## config.mk

```make
export PLATFORM = sky130hd
export DESIGN_NAME = servo_pwm_multi
export DESIGN_NICKNAME = d
export VERILOG_FILES = /design/src/rtl/servo_pwm_multi.sv
export SDC_FILE = /design/constraint.sdc
export NUM_CORES = 1
export LEC_CHECK = 0
export ABC_CLOCK_PERIOD_IN_PS = 3300
export CAP_MARGIN = 15
export CORE_ASPECT_RATIO = 1.75
export CORE_MARGIN = 5
export CORE_UTILIZATION = 44
export DETAILED_ROUTE_END_ITERATION = 6
export GPL_ROUTABILITY_DRIVEN = 0
export PLACE_DENSITY = 0.66
export SETUP_SLACK_MARGIN = 0.05
export SLEW_MARGIN = 25
export SYNTH_ARGS = -nofsm -noshare
export SYNTH_HDL_FRONTEND = slang
export SYNTH_SLANG_ARGS = --single-unit
```

## constraint.sdc

```tcl
create_clock -name clk -period 3.3 [get_ports clk]
set_input_delay 0.66 -clock clk [delete_from_list [all_inputs] [get_ports clk]]
set_output_delay 0.66 -clock clk [all_outputs]
set_load 0.005 [all_outputs]
```

## src/rtl/servo_pwm_multi.sv

```systemverilog
// Multi-channel hobby-servo PWM generator.
// One shared frame counter drives N_CH registered PWM outputs. Host writes
// set per-channel target widths; the widths actually driven only change at
// frame boundaries, optionally rate-limited by SLEW_CYC per frame.
module servo_pwm_multi #(
    parameter int N_CH       = 4,
    parameter int PERIOD_CYC = 1_000_000,
    parameter int MIN_CYC    = 50_000,
    parameter int MAX_CYC    = 100_000,
    parameter int POS_W      = 8,
    parameter int RES_CYC    = 200,
    parameter int SLEW_CYC   = 0,
    localparam int CH_W      = (N_CH > 1) ? $clog2(N_CH) : 1
) (
    input  logic            clk,
    input  logic            rst_n,
    input  logic            wr_en,
    input  logic [CH_W-1:0] wr_ch,
    input  logic [POS_W-1:0] wr_pos,
    input  logic [N_CH-1:0] en_i,
    output logic [N_CH-1:0] pwm_o,
    output logic            frame_o,
    output logic            busy_o
);

    localparam int CNT_W = $clog2(PERIOD_CYC);
    localparam int W_W   = $clog2(MAX_CYC + 1);
    localparam logic [W_W-1:0] NEUTRAL_W = W_W'((MIN_CYC + MAX_CYC) / 2);
    localparam logic [W_W-1:0] MAX_W     = W_W'(MAX_CYC);

    // Refuse to build with an impossible timing relationship.
    generate
        if (!(MIN_CYC < MAX_CYC && MAX_CYC < PERIOD_CYC && N_CH >= 1)) begin : g_bad_params
            $error("servo_pwm_multi: need MIN_CYC < MAX_CYC < PERIOD_CYC and N_CH >= 1");
        end
    endgenerate

    logic [CNT_W-1:0] cnt;
    logic             frame_end;
    logic [W_W-1:0]   tgt_w  [N_CH];
    logic [W_W-1:0]   cur_w  [N_CH];
    logic [W_W-1:0]   next_w [N_CH];
    logic [N_CH-1:0]  en_lat;
    logic [63:0]      raw;
    logic [W_W-1:0]   wr_w;
    logic             wr_valid;
    logic             any_diff;

    assign frame_end = (cnt == CNT_W'(PERIOD_CYC - 1));

    // Position-to-width conversion, wide enough that the clamp sees the true value.
    always_comb begin
        raw      = 64'(MIN_CYC) + 64'(wr_pos) * 64'(RES_CYC);
        wr_w     = (raw > 64'(MAX_CYC)) ? MAX_W : raw[W_W-1:0];
        wr_valid = (32'(wr_ch) < N_CH);
    end

    // Free-running frame counter.
    always_ff @(posedge clk or negedge rst_n) begin
        if (!rst_n)         cnt <= '0;
        else if (frame_end) cnt <= '0;
        else                cnt <= cnt + 1'b1;
    end

    // frame_o is registered, so it is armed one cycle ahead of the last count.
    always_ff @(posedge clk or negedge rst_n) begin
        if (!rst_n) frame_o <= 1'b0;
        else        frame_o <= (cnt == CNT_W'(PERIOD_CYC - 2));
    end

    // Host writes land in the target registers immediately; last write wins.
    always_ff @(posedge clk or negedge rst_n) begin
        if (!rst_n) begin
            for (int i = 0; i < N_CH; i++) tgt_w[i] <= NEUTRAL_W;
        end else begin
            for (int i = 0; i < N_CH; i++)
                if (wr_en && wr_valid && wr_ch == CH_W'(i)) tgt_w[i] <= wr_w;
        end
    end

    // Width each channel will adopt at the next boundary, slew-limited if enabled.
    always_comb begin
        for (int i = 0; i < N_CH; i++) begin
            next_w[i] = tgt_w[i];
            if (SLEW_CYC != 0) begin
                if (tgt_w[i] > cur_w[i]) begin
                    if (32'(tgt_w[i] - cur_w[i]) > SLEW_CYC) next_w[i] = cur_w[i] + W_W'(SLEW_CYC);
                end else begin
                    if (32'(cur_w[i] - tgt_w[i]) > SLEW_CYC) next_w[i] = cur_w[i] - W_W'(SLEW_CYC);
                end
            end
        end
    end

    // Widths and enables only change on the last cycle of a frame, keeping pulses glitch-free.
    always_ff @(posedge clk or negedge rst_n) begin
        if (!rst_n) begin
            en_lat <= '0;
            for (int i = 0; i < N_CH; i++) cur_w[i] <= NEUTRAL_W;
        end else if (frame_end) begin
            en_lat <= en_i;
            for (int i = 0; i < N_CH; i++) cur_w[i] <= next_w[i];
        end
    end

    // Registered pulse compare; high for cnt in 0..cur_w-1, seen one cycle later.
    always_ff @(posedge clk or negedge rst_n) begin
        if (!rst_n) begin
            pwm_o <= '0;
        end else begin
            for (int i = 0; i < N_CH; i++)
                pwm_o[i] <= en_lat[i] && (32'(cnt) < 32'(cur_w[i]));
        end
    end

    // Any channel still converging toward its target.
    always_comb begin
        any_diff = 1'b0;
        for (int i = 0; i < N_CH; i++)
            if (cur_w[i] != tgt_w[i]) any_diff = 1'b1;
    end

    // Registered busy flag.
    always_ff @(posedge clk or negedge rst_n) begin
        if (!rst_n) busy_o <= 1'b0;
        else        busy_o <= any_diff;
    end

endmodule

```

==> summary.md, run 1 <==
- **Yosys top cell by area** dfrtp_1
- **TritonCTS Buffers** 17
- **final number of setup-violating endpoints** 45
- **Num Clock Sinks** 142
- **detailed router's first-iteration violation count** 246
- **TritonCTS clock tree** yes
- **hold-fix buffer count after cts** 0
- **row count** 66
- **critical path data required time** 3.63 ns
- **Post-Syn Instances** 843
- **x dimension of the die** 113 um
- **total congestion overflow** 0
- **Detail Placement HPWL** 15.0 mm
- **final-report hold violation count** 0
- **post-detailed-routing wire length** 20.3 mm
- **met2 Track Usage GR** 38.6%
- **minimum setup slack in the final design** -0.415 ns
- **maximum level of the CTS H-tree** 4
- **met3 capacity usage during global routing** 2.79%
- **placed insts** 1130
- **global routing's busiest layer** met2
- **Final Non-Filler Cells** 1165
- **highest achievable clock rate** 0.269 GHz
- **Core ar.** 18500 um2
- **Diodes inserted** 0
- **P_leak** 0.00430 uW
- **top area cells in the synthesized netlist** dfrtp_1 (24%), dfstp_2 (21%), ha_1 (13%), o21ai_0 (6.4%), xnor2_1 (6.3%)
- **final-report max-slew violation count** 0
- **antenna violations before repair** 0
- **final setup skew** 0.00594 ns
- **share of synthesized cell area in full adder, half adder and majority cells** 13.4%
- **clock slew at the register clock pins of the worst setup and hold paths** 0.06 ns
- **number of synthesized register bits** 142
- **WL per Instance** 17.4 um
- **RSZ-0062 raised after global routing** yes
- **DP Worst Slack** -1.43 ns
- **critical path start-end classification** in2reg
- **maximum clock path buffer count** 2
- **peak fanout along the critical path** 8
- **sum of negative setup slack** -12.91 ns
- **total of warnings raised by yosys** 0
- **count of cell types in the netlist** 53
- **predominant post-synthesis flop cell** dfrtp_1
- **combinational family with the most area after synthesis** compound AO/OA/AOI/OAI gates
- **area share of the largest cell type after synthesis** 23.8%
- **clock latency on the worst-skew pair** 0.42 ns
- **vias in the first global route** 6651
- **part of the cycle the worst path needs** 113%
- **area of the multi-input gates** 4710 um2
- **register area** 3630 um2
- **IR Drop Worst-Case VDD** 0.401 mV
- **violated checks** negative setup slack
- **vias post-DR** 6177
- **Post-synth EDFFs** 0
- **remaining design rule violation count** 0
- **simple-gate share of the synthesized area** 13.5%
- **power per unit of standard cell area** 624 nW/um2
- **final-stage net count** 1017
- **xor/xnor share of the synthesized area** 8.45%
- **signed area change from the synthesized netlist to the final layout** 25.1%
- **CP startpoint kind** input pin
- **post-route minimum period** 3.71 ns
- **arrival time of data at the critical path endpoint** 4.05 ns
- **initial core utilization** 44.3%
- **post-synthesis instance area** 8190 um2
- **FFs w/ async S/R, synth** 100%
- **maximum number of pins on one net before global-route repair** 75
- **detailed-routing iteration count for the pre-antenna-repair pass** 6
- **share of final-layout standard cells stronger than drive strength 1** 27.1%
- **fillcell total** 1616
- **relative slew slack** 51.6%
- **Critical Path Sink Type** flop
- **post-route antenna net violation count** 0
- **Global Route met1 Usage** 21.1%
- **global-route usage over all layers** 20.1%
- **type of the tightest min-delay check** in2async
- **Tightest Pin Transition** 0.726 ns
- **detailed-route vias per instance** 5.30
- **net count after synthesis** 946
- **Post-Synthesis Mean Instance Area** 9.71 um2
- **share of synthesized area occupied by flip-flops and latches** 44.4%
- **vertical die dimension** 190 um
- **area of the die** 21500 um2
- **cell at the root of the clock tree** clkbuf_16
- **fraction of the mapped netlist area in compound gates** 14.7%
- **number of max-cap violations** 0
- **wire length of the first global-routing pass** 33.6 mm
- **I/O pin count** 23
- **count of buffers inserted at the top-level ports** 22
- **result of the run** finished with violations
- **Reg2Reg Setup Slack** 0.77 ns
- **share of synthesized area spent on multiplexers** 0.963%
kinds of logic (layout without fill, tap and decap cells):
kind of cell | count (synthesis) | after routing
multiplexers | 7 | 7
buffers and inverters | 97 | 180
adder cells (fa/ha/maj) | 86 | 86
XOR/XNOR | 79 | 79
AND/OR/NAND/NOR | 235 | 236
flip-flops | 142 | 142
AO/OA/AOI/OAI | 197 | 197
area by class of cell:
class                           count  area share [%]
Clock inverter                     14            2.10
Multi-Input combinational cell    605            45.9
Tap cell                          238            2.91
Inverter                           72            2.64
Sequential cell                   142            35.5
Timing Repair Buffer               76            6.67
Clock buffer                       18            4.29
critical path, stage by stage:
cell and delay [ns]:
buf_2 0.15, ha_4 0.28, ha_4 0.19, fa_1 0.58, ha_4 0.24, a21o_1 0.20
a221oi_2 0.26, xnor2_1 0.17, and4_4 0.27, xor2_2 0.07, or4_4 0.51, and2_4 0.23
o31ai_2 0.23
layout by cell type (no fill, tap or decap), types with 4 or more instances in the layout:
cell and instances:
a21o_1 21, nor4_1 5, o21ai_1 17, o211ai_1 4
o21bai_1 4, dfstp_2 64, nand2b_1 6, nor2_1 20
nand2_1 125, mux2_2 7, nor2b_1 4, o21ai_2 7
clkdlybuf4s50_1 13, a21oi_1 14, nor3b_1 4, ha_4 16
clkbuf_16 17, buf_6 5, o31ai_2 13, o21ai_0 81
a21oi_2 6, inv_1 69, ha_1 67, nand4_1 19
dfrtp_1 78, xnor2_1 57, buf_12 4, bufinv_16 5
nand3_1 17, xor2_1 18, buf_4 47
flip-flops by register name, indices dropped and copies added, names as in the netlist:
register and flops:
cur_w 56, pwm_o 4, busy_o 1, en_lat 4
frame_o 1, cnt 20, next_w 56
power by group:
part | switching [uW] | internal, uW
logic | 984 | 917
clock network | 756 | 1360
registers | 270 | 2100
worst paths after layout:
check / start / to / cells after the start
setup / recovery: wr_pos[2] / next_w[54] / 13
hold / removal: rst_n / frame_o / 1
setup reg to reg: cnt[8] / en_lat[1] / 6
hold reg to reg: next_w[33] / next_w[33] / 2
max in group asynchronous: rst_n / cur_w[13] / 2
min in group clk: next_w[33] / next_w[33] / 2
cell usage after synthesis (all sizes together), types with 3 or more instances:
cell type and n:
dfrtp 78, a221oi 4, o22ai 5, nand3b 3, inv 72, and3 4
nand3 18, o21bai 4, o31ai 16, nor2 22, buf 3, nor3b 5
mux2 7, a31o 3, and4 3, fa 3, o21ai 105, a21oi 22
nor3 4, nor2b 4, xor2 20, nand2 128, nand4 19, a21o 21
o211ai 4, nand2b 9, a211oi 6, dfstp 64, xnor2 59, ha 83
nor4 6, clkbuf 22
through the flow:
stage               cell area (um2)  total power, uW  utilization, %  hold slack (ns)
floorplan                      8340             3320               -            0.364
global placement               9190             3960            49.7            0.479
detailed placement             9190             4000            49.7            0.488
CTS                           10200             6360            55.0            0.124
global route                  10200             6710            55.4            0.143
finish                        10200             6390            55.4            0.131
repair_timing:
action	CTS	global route
cloned	1	0
gates resized for setup	94	24
pin swaps	25	6
endpoints found under the setup margin	56	56
buffers inserted	2	0
metal layers:
layer  routed length (um)  vias to the layer above  part of all wire, %
li1                     -                     3042                    -
met1                 7620                     2988                   38
met2                11300                       98                   56
met3                  455                       49                  2.2
met4                  922                        0                  4.6
met5                    0                        -                    0
(Power assumes the default switching activity.)
==> inputs of run 2 (changes only) <==
ABC_AREA = 1   (was default)
==> summary.md, run 2 <==
- **result of the run** complete, no violations, was finished with violations
- **maximum clock path buffer count** 2, unchanged
- **final number of setup-violating endpoints** 0, was 45
- **IR Drop Worst-Case VDD** 0.388 mV, was 0.401 mV
- **global-route usage over all layers** 21.0%, was 20.1%
- **FFs w/ async S/R, synth** 100%, unchanged
- **TritonCTS clock tree** yes, unchanged
- **xor/xnor share of the synthesized area** 3.19%, was 8.45%
- **clock latency on the worst-skew pair** 0.43 ns, was 0.42 ns
- **maximum level of the CTS H-tree** 4, unchanged
- **remaining design rule violation count** 0, unchanged
- **power per unit of standard cell area** 586 nW/um2, was 624 nW/um2
- **type of the tightest min-delay check** in2async, unchanged
- **CP startpoint kind** input pin, unchanged
- **TritonCTS Buffers** 17, unchanged
- **post-detailed-routing wire length** 23.0 mm, was 20.3 mm
- **critical path data required time** 3.61 ns, was 3.63 ns
- **most frequent standard cell in the layout excluding fill and tap cells** nand2_1, unchanged
- **Num Clock Sinks** 142, unchanged
- **final setup skew** 0.0106 ns, was 0.00594 ns
- **minimum setup slack in the final design** 0.0483 ns, was -0.415 ns
- **vertical die dimension** 197 um, was 190 um
- **predominant post-synthesis flop cell** dfrtp_1, unchanged
- **power consumption** 6360 uW, was 6390 uW
- **Diodes inserted** 0, unchanged
- **Post-synth EDFFs** 0, unchanged
- **Tightest Pin Transition** 0.831 ns, was 0.726 ns
- **DP Worst Slack** -0.961 ns, was -1.43 ns
- **Critical Path Sink Type** flop, unchanged
- **signed area change from the synthesized netlist to the final layout** 23.8%, was 25.1%
- **detailed-routing iteration count for the pre-antenna-repair pass** 5, was 6
- **wire length of the first global-routing pass** 37.5 mm, was 33.6 mm
- **RSZ-0062 raised after global routing** yes, unchanged
- **share of synthesized area spent on multiplexers** 0%, was 0.963%
- **Post-Syn Instances** 1129, was 843
- **post-synthesis instance area** 8770 um2, was 8190 um2
- **fillcell total** 1752, was 1616
- **top library cells by usage in the layout, fill and taps aside** nand2_1 (332), inv_1 (165), o21ai_0 (82), was nand2_1 (125), o21ai_0 (81), dfrtp_1 (78)
- **peak fanout along the critical path** 5, was 8
- **initial core utilization** 44.6%, was 44.3%
- **combinational family with the most area after synthesis** simple AND/OR/NAND/NOR gates, was compound AO/OA/AOI/OAI gates
- **part of the cycle the worst path needs** 98.5%, was 113%
- **clock slew at the register clock pins of the worst setup and hold paths** 0.06 ns, about the same
- **fraction of the mapped netlist area in compound gates** 8.43%, was 14.7%
- **detailed router's first-iteration violation count** 443, was 246
- **total congestion overflow** 0, unchanged
- **vias post-DR** 7586, was 6177
- **top-count cell post-synth** nand2_1, unchanged
- **Yosys top cell by area** dfrtp_1, unchanged
- **cell at the root of the clock tree** clkbuf_16, unchanged
- **count of buffers inserted at the top-level ports** 22, unchanged
- **relative slew slack** 43.1%, was 51.6%
- **top area cells in the synthesized netlist** dfrtp_1 (22%), dfstp_2 (19%), nand2_1 (15%), ha_1 (12%), inv_1 (7.4%), was dfrtp_1 (24%), dfstp_2 (21%), ha_1 (13%), o21ai_0 (6.4%), xnor2_1 (6.3%)
- **final-report hold violation count** 0, unchanged
- **net count after synthesis** 1232, was 946
- **share of synthesized area occupied by flip-flops and latches** 41.4%, was 44.4%
- **number of synthesized register bits** 142, unchanged
- **antenna violations before repair** 0, unchanged
- **arrival time of data at the critical path endpoint** 3.57 ns, was 4.05 ns
- **area of the multi-input gates** 4930 um2, was 4710 um2
- **detailed-route vias per instance** 5.18, was 5.30
- **maximum number of pins on one net before global-route repair** 84, was 75
- **area share of the largest cell type after synthesis** 22.3%, was 23.8%
- **simple-gate share of the synthesized area** 25.7%, was 13.5%
- **register area** 3630 um2, unchanged
- **area of the die** 23000 um2, was 21500 um2
- **WL per Instance** 15.7 um, was 17.4 um
- **final-stage net count** 1309, was 1017
- **row count** 68, was 66
- **I/O pin count** 23, unchanged
- **P_leak** 0.00521 uW, was 0.00430 uW
- **final-report max-slew violation count** 0, unchanged
- **vias in the first global route** 7678, was 6651
- **highest achievable clock rate** 0.308 GHz, was 0.269 GHz
- **worst-case reg-to-reg path depth** 13, was 6
- **post-route antenna net violation count** 0, unchanged
- **number of max-cap violations** 0, unchanged
- **Post-Synthesis Mean Instance Area** 7.77 um2, was 9.71 um2
- **count of cell types in the netlist** 39, was 53
- **share of synthesized cell area in full adder, half adder and majority cells** 12.5%, was 13.4%
- **post-route minimum period** 3.25 ns, was 3.71 ns
- **total of warnings raised by yosys** 0, unchanged
- **Core ar.** 19700 um2, was 18500 um2
- **x dimension of the die** 117 um, was 113 um
- **Detail Placement HPWL** 16.9 mm, was 15.0 mm
- **share of final-layout standard cells stronger than drive strength 1** 21.5%, was 27.1%
- **most instantiated cells after synthesis** nand2_1 (352), inv_1 (173), o21ai_0 (85), was nand2_1 (128), o21ai_0 (105), ha_1 (83)
- **critical path start-end classification** in2reg, unchanged
## run 2: changes by cell type after synthesis, sizes merged, moves of 9 or more
cell    previous run  this run
nor2              22        55
a21oi             22        37
nand2b             9         0
a21o              21         1
inv               72       173
o21ai            105        85
nor3               4        14
nand2            128       358
o31ai             16         0
nand3             18        65
xnor2             59        14
## run 2: routing by layer
layer	GRT usage, %	routed length, um	up-vias
met4	10.5	1100	0
met2	38.3	12600	144
met5	0	0	-
met3	3.41	589	62
met1	22.8	8770	3608
li1	-	-	3772
## run 2: worst paths after layout
check                      slack [ns]          to  startpoint
setup / recovery                 0.05  next_w[12]   wr_pos[4]
hold / removal                   0.28   cur_w[42]       rst_n
setup reg to reg                 1.05     cnt[18]      cnt[5]
hold reg to reg                  0.47   next_w[3]   next_w[3]
max in group asynchronous        2.15   cur_w[16]       rst_n
min in group clk                 0.47   next_w[3]   next_w[3]
## run 2: worst max-delay path, stage by stage
cell     delay [ns]
buf_8          0.10
ha_4           0.23
ha_4           0.25
inv_2          0.03
fa_1           0.51
inv_2          0.06
ha_4           0.31
buf_6          0.10
nand4_1        0.12
nand2_2        0.16
nand2_4        0.08
nor2_4         0.13
nand3_4        0.08
buf_4          0.14
nand3_4        0.08
buf_4          0.14
nand3_4        0.13
buf_6          0.15
nand3_2        0.04
nand2_1        0.05
## run 2: cell type report
type                       count  share of cell area [%]
sequential                   142                    33.5
clock inverter                14                    1.42
inverter                     175                    6.05
timing repair buffer          80                    6.72
multi-input combinational    790                    45.4
tap                          245                    2.82
clock buffer                  18                    4.15
## run 2: cell families after synthesis
logic type / after synthesis
and+or+nand+nor: 532
buffers and inverters: 198
DFF: 142
AOI/OAI and AO/OA: 139
adders and majority gates: 86
xor gates and xnor gates: 32
## run 2: through the flow
| stage | cell area [um2] | TNS (ns) | hold WS [ns] | std cells | util (%) |
|---|---|---|---|---|---|
| 6_report | 10900 | 0 | 0.277 | 1464 | 55.3 |
| 5_1_grt | 10900 | -2.68 | 0.324 | 1464 | 55.3 |
| 4_1_cts | 10800 | 0 | 0.277 | 1464 | 54.8 |
| 3_5_place_dp | 9740 | -47.10 | 0.467 | 1418 | 49.6 |
| 3_3_place_gp | 9740 | -44.63 | 0.468 | 1418 | 49.6 |
| 2_1_floorplan | 8940 | -0.541 | 0.364 | 1129 | - |
## run 2: repair_timing
item,CTS,global route
buffers inserted,12,2
endpoints found under the setup margin,56,55
resized for setup,84,34
gates cloned,2,0
endpoints found under the hold margin,0,0
pin swaps,39,25
hold buffers,0,0
## run 2: report_power, final
| group | internal (uW) | switching (uW) | total (uW) | leakage [uW] |
|---|---|---|---|---|
| Combinational | 886 | 1170 | 2060 | 0.00324 |
| Clock | 1170 | 795 | 1960 | 0.000297 |
| Sequential | 2090 | 246 | 2340 | 0.00168 |
| Total | 4150 | 2220 | 6360 | 0.00521 |
==> inputs of run 3 (changes only) <==
SLEW_MARGIN = 40   (was 25)
==> summary.md, run 3 (synthesis results as in run 2) <==
- **relative slew slack** 53.7%, was 43.1%
- **result of the run** complete, no violations, unchanged
- **vertical die dimension** 197 um, unchanged
- **row count** 68, unchanged
- **signed area change from the synthesized netlist to the final layout** 24.3%, was 23.8%
- **detailed router's first-iteration violation count** 467, was 443
- **total congestion overflow** 0, unchanged
- **RSZ-0062 raised after global routing** yes, unchanged
- **maximum number of pins on one net before global-route repair** 84, unchanged
- **maximum clock path buffer count** 2, unchanged
- **clock slew at the register clock pins of the worst setup and hold paths** 0.06 ns, about the same
- **vias post-DR** 7574, was 7586
- **TritonCTS Buffers** 17, unchanged
- **area of the multi-input gates** 4950 um2, was 4930 um2
- **cell at the root of the clock tree** clkbuf_16, unchanged
- **final-report hold violation count** 0, unchanged
- **wire length of the first global-routing pass** 37.4 mm, was 37.5 mm
- **critical path start-end classification** in2reg, unchanged
- **clock latency on the worst-skew pair** 0.43 ns, about the same
- **I/O pin count** 23, unchanged
- **x dimension of the die** 117 um, unchanged
- **detailed-route vias per instance** 5.16, was 5.18
- **vias in the first global route** 7669, was 7678
- **top library cells by usage in the layout, fill and taps aside** nand2_1 (330), inv_1 (166), o21ai_0 (83), was nand2_1 (332), inv_1 (165), o21ai_0 (82)
- **P_leak** 0.00523 uW, was 0.00521 uW
- **placed insts** 1418, unchanged
- **register area** 3630 um2, unchanged
- **remaining design rule violation count** 0, unchanged
- **final setup skew** 0.00931 ns, was 0.0106 ns
- **global-route usage over all layers** 20.9%, was 21.0%
- **count of buffers inserted at the top-level ports** 22, unchanged
- **critical path data required time** 3.61 ns, about the same
- **Diodes inserted** 0, unchanged
- **part of the cycle the worst path needs** 98.4%, was 98.5%
- **Num Clock Sinks** 142, unchanged
- **post-route core utilization** 55.5%, was 55.3%
- **Core ar.** 19700 um2, unchanged
- **post-route antenna net violation count** 0, unchanged
- **antenna violations before repair** 0, unchanged
- **fillcell total** 1727, was 1752
- **TritonCTS clock tree** yes, unchanged
- **post-route minimum period** 3.25 ns, about the same
- **final-report max-slew violation count** 0, unchanged
- **power per unit of standard cell area** 586 nW/um2, about the same
- **worst-case reg-to-reg path depth** 13, unchanged
- **Critical Path Sink Type** flop, unchanged
- **area of the die** 23000 um2, unchanged
- **Tightest Pin Transition** 0.694 ns, was 0.831 ns
- **highest achievable clock rate** 0.308 GHz, about the same
- **share of final-layout standard cells stronger than drive strength 1** 21.7%, was 21.5%
- **post-detailed-routing wire length** 22.8 mm, was 23.0 mm
- **IR Drop Worst-Case VDD** 0.364 mV, was 0.388 mV
- **number of max-cap violations** 0, unchanged
- **detailed-routing iteration count for the pre-antenna-repair pass** 5, unchanged
- **WL per Instance** 15.6 um, was 15.7 um
- **arrival time of data at the critical path endpoint** 3.56 ns, was 3.57 ns
- **hold-fix buffer count after cts** 0, unchanged
- **final-stage net count** 1312, was 1309
- **maximum level of the CTS H-tree** 4, unchanged
- **initial core utilization** 44.6%, unchanged
- **final number of setup-violating endpoints** 0, unchanged
- **type of the tightest min-delay check** in2async, unchanged
- **Final Non-Filler Cells** 1467, was 1464
- **peak fanout along the critical path** 7, was 5
- **most frequent standard cell in the layout excluding fill and tap cells** nand2_1, unchanged
- **CP startpoint kind** input pin, unchanged
- **Detail Placement HPWL** 16.9 mm, about the same
-- run 3: report_power, final --
group          leakage [uW]  internal [uW]  total [uW]  switching (uW)
clock network      0.000297           1170        1960             797
logic               0.00326            905        2080            1180
registers           0.00168           2090        2340             244
-- run 3: stage by stage --
step	total power [uW]	worst slack, ns	hold slack [ns]	area, um2	setup TNS (ns)
2_1_floorplan	3380	-0.0428	0.364	8940	-0.541
3_3_place_gp	3970	-0.902	0.468	9740	-44.63
3_5_place_dp	4000	-0.962	0.467	9740	-47.07
4_1_cts	6320	0.0536	0.281	10800	0
5_1_grt	6760	-0.0842	0.321	10900	-1.80
6_report	6390	0.0514	0.259	10900	0
-- run 3: final timing paths --
kind,start,endpoint,slack (ns)
min,rst_n,cur_w[60],0.26
min in group clk,next_w[55],next_w[55],0.48
max reg2reg,cnt[5],cnt[18],1.04
min reg2reg,next_w[55],next_w[55],0.48
max,wr_pos[4],next_w[9],0.05
max in group asynchronous,rst_n,next_w[67],2.16
-- run 3: worst max-delay path: stages --
cell     delay, ns
buf_8         0.10
ha_4          0.23
ha_4          0.26
inv_2         0.03
fa_1          0.48
inv_2         0.04
ha_4          0.30
buf_6         0.10
nand4_1       0.16
nand2_4       0.15
nand2_4       0.06
nor2_4        0.13
nand2_1       0.06
nand2_1       0.07
nand2_1       0.06
nor2_1        0.12
nand2_2       0.08
nand3_4       0.17
buf_6         0.13
nand2_4       0.05
nand2_1       0.06
nand2_1       0.05
-- run 3: final cells by class --
class	count	area share [%]
multi-input combinational	790	45.4
sequential	142	33.3
timing repair buffer	83	6.87
inverter	175	6.02
clock buffer	18	4.13
tap	245	2.81
clock inverter	14	1.41
-- run 3: layer usage --
layer / global-route usage [%] / wire length [um]
met1: 22.9 / 8720
met2: 37.8 / 12500
met3: 3.59 / 560
met4: 10.5 / 1030
met5: 0 / 0
-- run 3: repair_timing --
item                       4_1_cts  5_1_grt
buffers inserted                13        3
hold endpoints to repair         0        0
setup endpoints to repair       56       55
gates cloned                     2        0
pin swaps                       31       28
resized for setup               79       39
==> RTL edit: new RTL, config.mk and constraints of run 2 <==
The parameter `PERIOD_CYC` goes from 1_000_000 to 2_000_000.
--- a/src/rtl/servo_pwm_multi.sv
+++ b/src/rtl/servo_pwm_multi.sv
@@ -5,5 +5,5 @@
 module servo_pwm_multi #(
     parameter int N_CH       = 4,
-    parameter int PERIOD_CYC = 1_000_000,
+    parameter int PERIOD_CYC = 2_000_000,
     parameter int MIN_CYC    = 50_000,
     parameter int MAX_CYC    = 100_000,
Function: no difference found for any inputs over 10 cycles, from zero or initial values and one cycle with rst_n low; that may be too few to reach the edited logic, so the function may still have changed.
==> RTL edit against run 2 <==
- final cell count is 0.96% higher
- final area is 1.1% higher
- largest cell class unchanged
- critical endpoint is now next_w[54]
- power is 1.3% lower
- worst setup slack better by 0.059 ns
- synthesized area is 2.5% higher
- core utilization is 0.89 points lower
- sequential cell count is 1 higher
- routed wire length is 4.9% higher
- first-iteration DRC count is 0.45% lower
- largest power group unchanged
==> RTL edit: results (changes against run 2) <==
status: "finished, final reports clean"  # unchanged
fin_skew_ns: 0.01345  # was 0.01062 ns
grtUsageMet1: 0.2274  # was 0.2277
ys_seq_area_frac: 0.4069  # was 0.4142
hpwlAfterDp_um: 18110  # was 16,900 um
cp.arrival_ns: 3.56  # was 3.57 ns
cts_buffer_depth: 2  # unchanged
root_buffer: "clkbuf_16"  # unchanged
fillCellCount: 1860  # was 1,752
clk_latency_ns: 0.43  # about the same
h-tree-depth: 4  # unchanged
drt-met1-wl_um: 9067  # was 8765 um
p_clk_mw: 1.85  # was 1.96 mW
powerComb_mw: 2.06  # about the same
wl_um: 24150  # was 23,020 um
netlist-cell-type-count: 49  # was 39
timing.slew.headroom: 0.4786  # was 0.4314
met2_length_um: 13160  # was 12,560 um
crit_slowest_cell: "fa_1"  # unchanged
synthTopCellsByArea: "dfrtp_1 22%, dfstp_2 19%, nand2_1 14%, ha_1 12%, inv_1 7.5%"  # was dfrtp_1 22%, dfstp_2 19%, nand2_1 15%, ha_1 12%, inv_1 7.4%
grt_usage: 0.2126  # was 0.2098
grt_max_degree: 81  # was 84
dr.first_iter.drc_count: 441  # was 443
grtUsageMet3: 0.02889  # was 0.03410
n_antenna_cell: 0  # unchanged
peakVddDrop_v: 0.0003886  # was 0.0003882 V
ys_top_cells_by_count: "340 x nand2_1, 180 x inv_1, 83 x ha_1"  # was 352 x nand2_1, 173 x inv_1, 85 x o21ai_0
nets: 1320  # was 1,309
route.met3.wl_um: 821  # was 589 um
routed_via_density: 5.252  # was 5.182
first_pass_iters: 6  # was 5
placedInstanceArea_sq_mm: 0.009986  # was 0.009742 sq mm
switching_share: 0.3489  # was 0.3482
pre_cts_ws_ns: -0.8543  # was -0.9613 ns
use_met2: 0.4053  # was 0.3834
synth_top_area_cell: "dfrtp_1"  # unchanged
leakage_nw: 5.161  # was 5.213 nW
layout-drive-gt1-share: 0.2211  # was 0.2149
clkPwrFrac: 0.295  # was 0.308
grt_pass1_wl_um: 39610  # was 37,540 um
slowest_delay_ns: 0.50
grt_pass1_vias: 7949  # was 7,678
clkSlewWorstSetupHoldPaths_ns: 0.06  # about the same
worstPathMaxFanout: 8  # was 5
path_delay_family: "adder cells"  # unchanged
[RTL edit: changes by cell type after synthesis, sizes merged, moves of 3 or more]
cell,delta
nand4,+10
a21oi,-10
nand3,+11
nor2,-6
buf,+6
or4,-3
nand2,-9
nor3,+5
inv,+10
xnor2,+4
a211oi,-5
[RTL edit: kinds of logic after synthesis]
family / synth area share
XOR/XNOR: 0.03409
adder cells (fa/ha/maj): 0.1222
AO/OA/AOI/OAI: 0.08057
flip-flops: 0.4069
AND/OR/NAND/NOR: 0.2631
buffers and inverters: 0.09310
[RTL edit: worst reg2reg max path: cells and delay by family (launching register included)]
kind / cells / cell delay, ns
buf+inv: 2 / 0.47
simple gates: 3 / 1.34
compound gates: 1 / 0.07
flops: 1 / 0.51
[RTL edit: worst paths after layout]
path	slack, ns	endpoint	cells after the start	start
setup / recovery	0.11	next_w[54]	22	wr_pos[4]
hold / removal	0.21	cnt[17]	1	rst_n
setup reg to reg	0.83	cur_w[32]	6	cnt[16]
hold reg to reg	0.48	next_w[20]	2	next_w[20]
max in group asynchronous	2.24	cur_w[23]	2	rst_n
min in group clk	0.48	next_w[20]	2	next_w[20]
[RTL edit: layout make-up]
type	count	area share
sequential	143	0.3330
tap	248	0.02825
multi-input combinational	796	0.4621
clock buffer	20	0.03975
timing repair buffer	75	0.06298
clock inverter	12	0.01105
inverter	184	0.06287
[RTL edit: what timing repair did]
item / CTS / global route
setup buffers: 0 / 3
resized for setup: 42 / 72
endpoints found under the setup margin: 56 / 52
cloned: 0 / 1
pin swaps: 9 / 33
[RTL edit: stage by stage]
stage | instances | util
global route | 1478 | 0.5438
CTS | 1474 | 0.5314
floorplan | 1151 | -
detailed placement | 1442 | 0.4943
global placement | 1442 | 0.4943
finish | 1478 | 0.5438
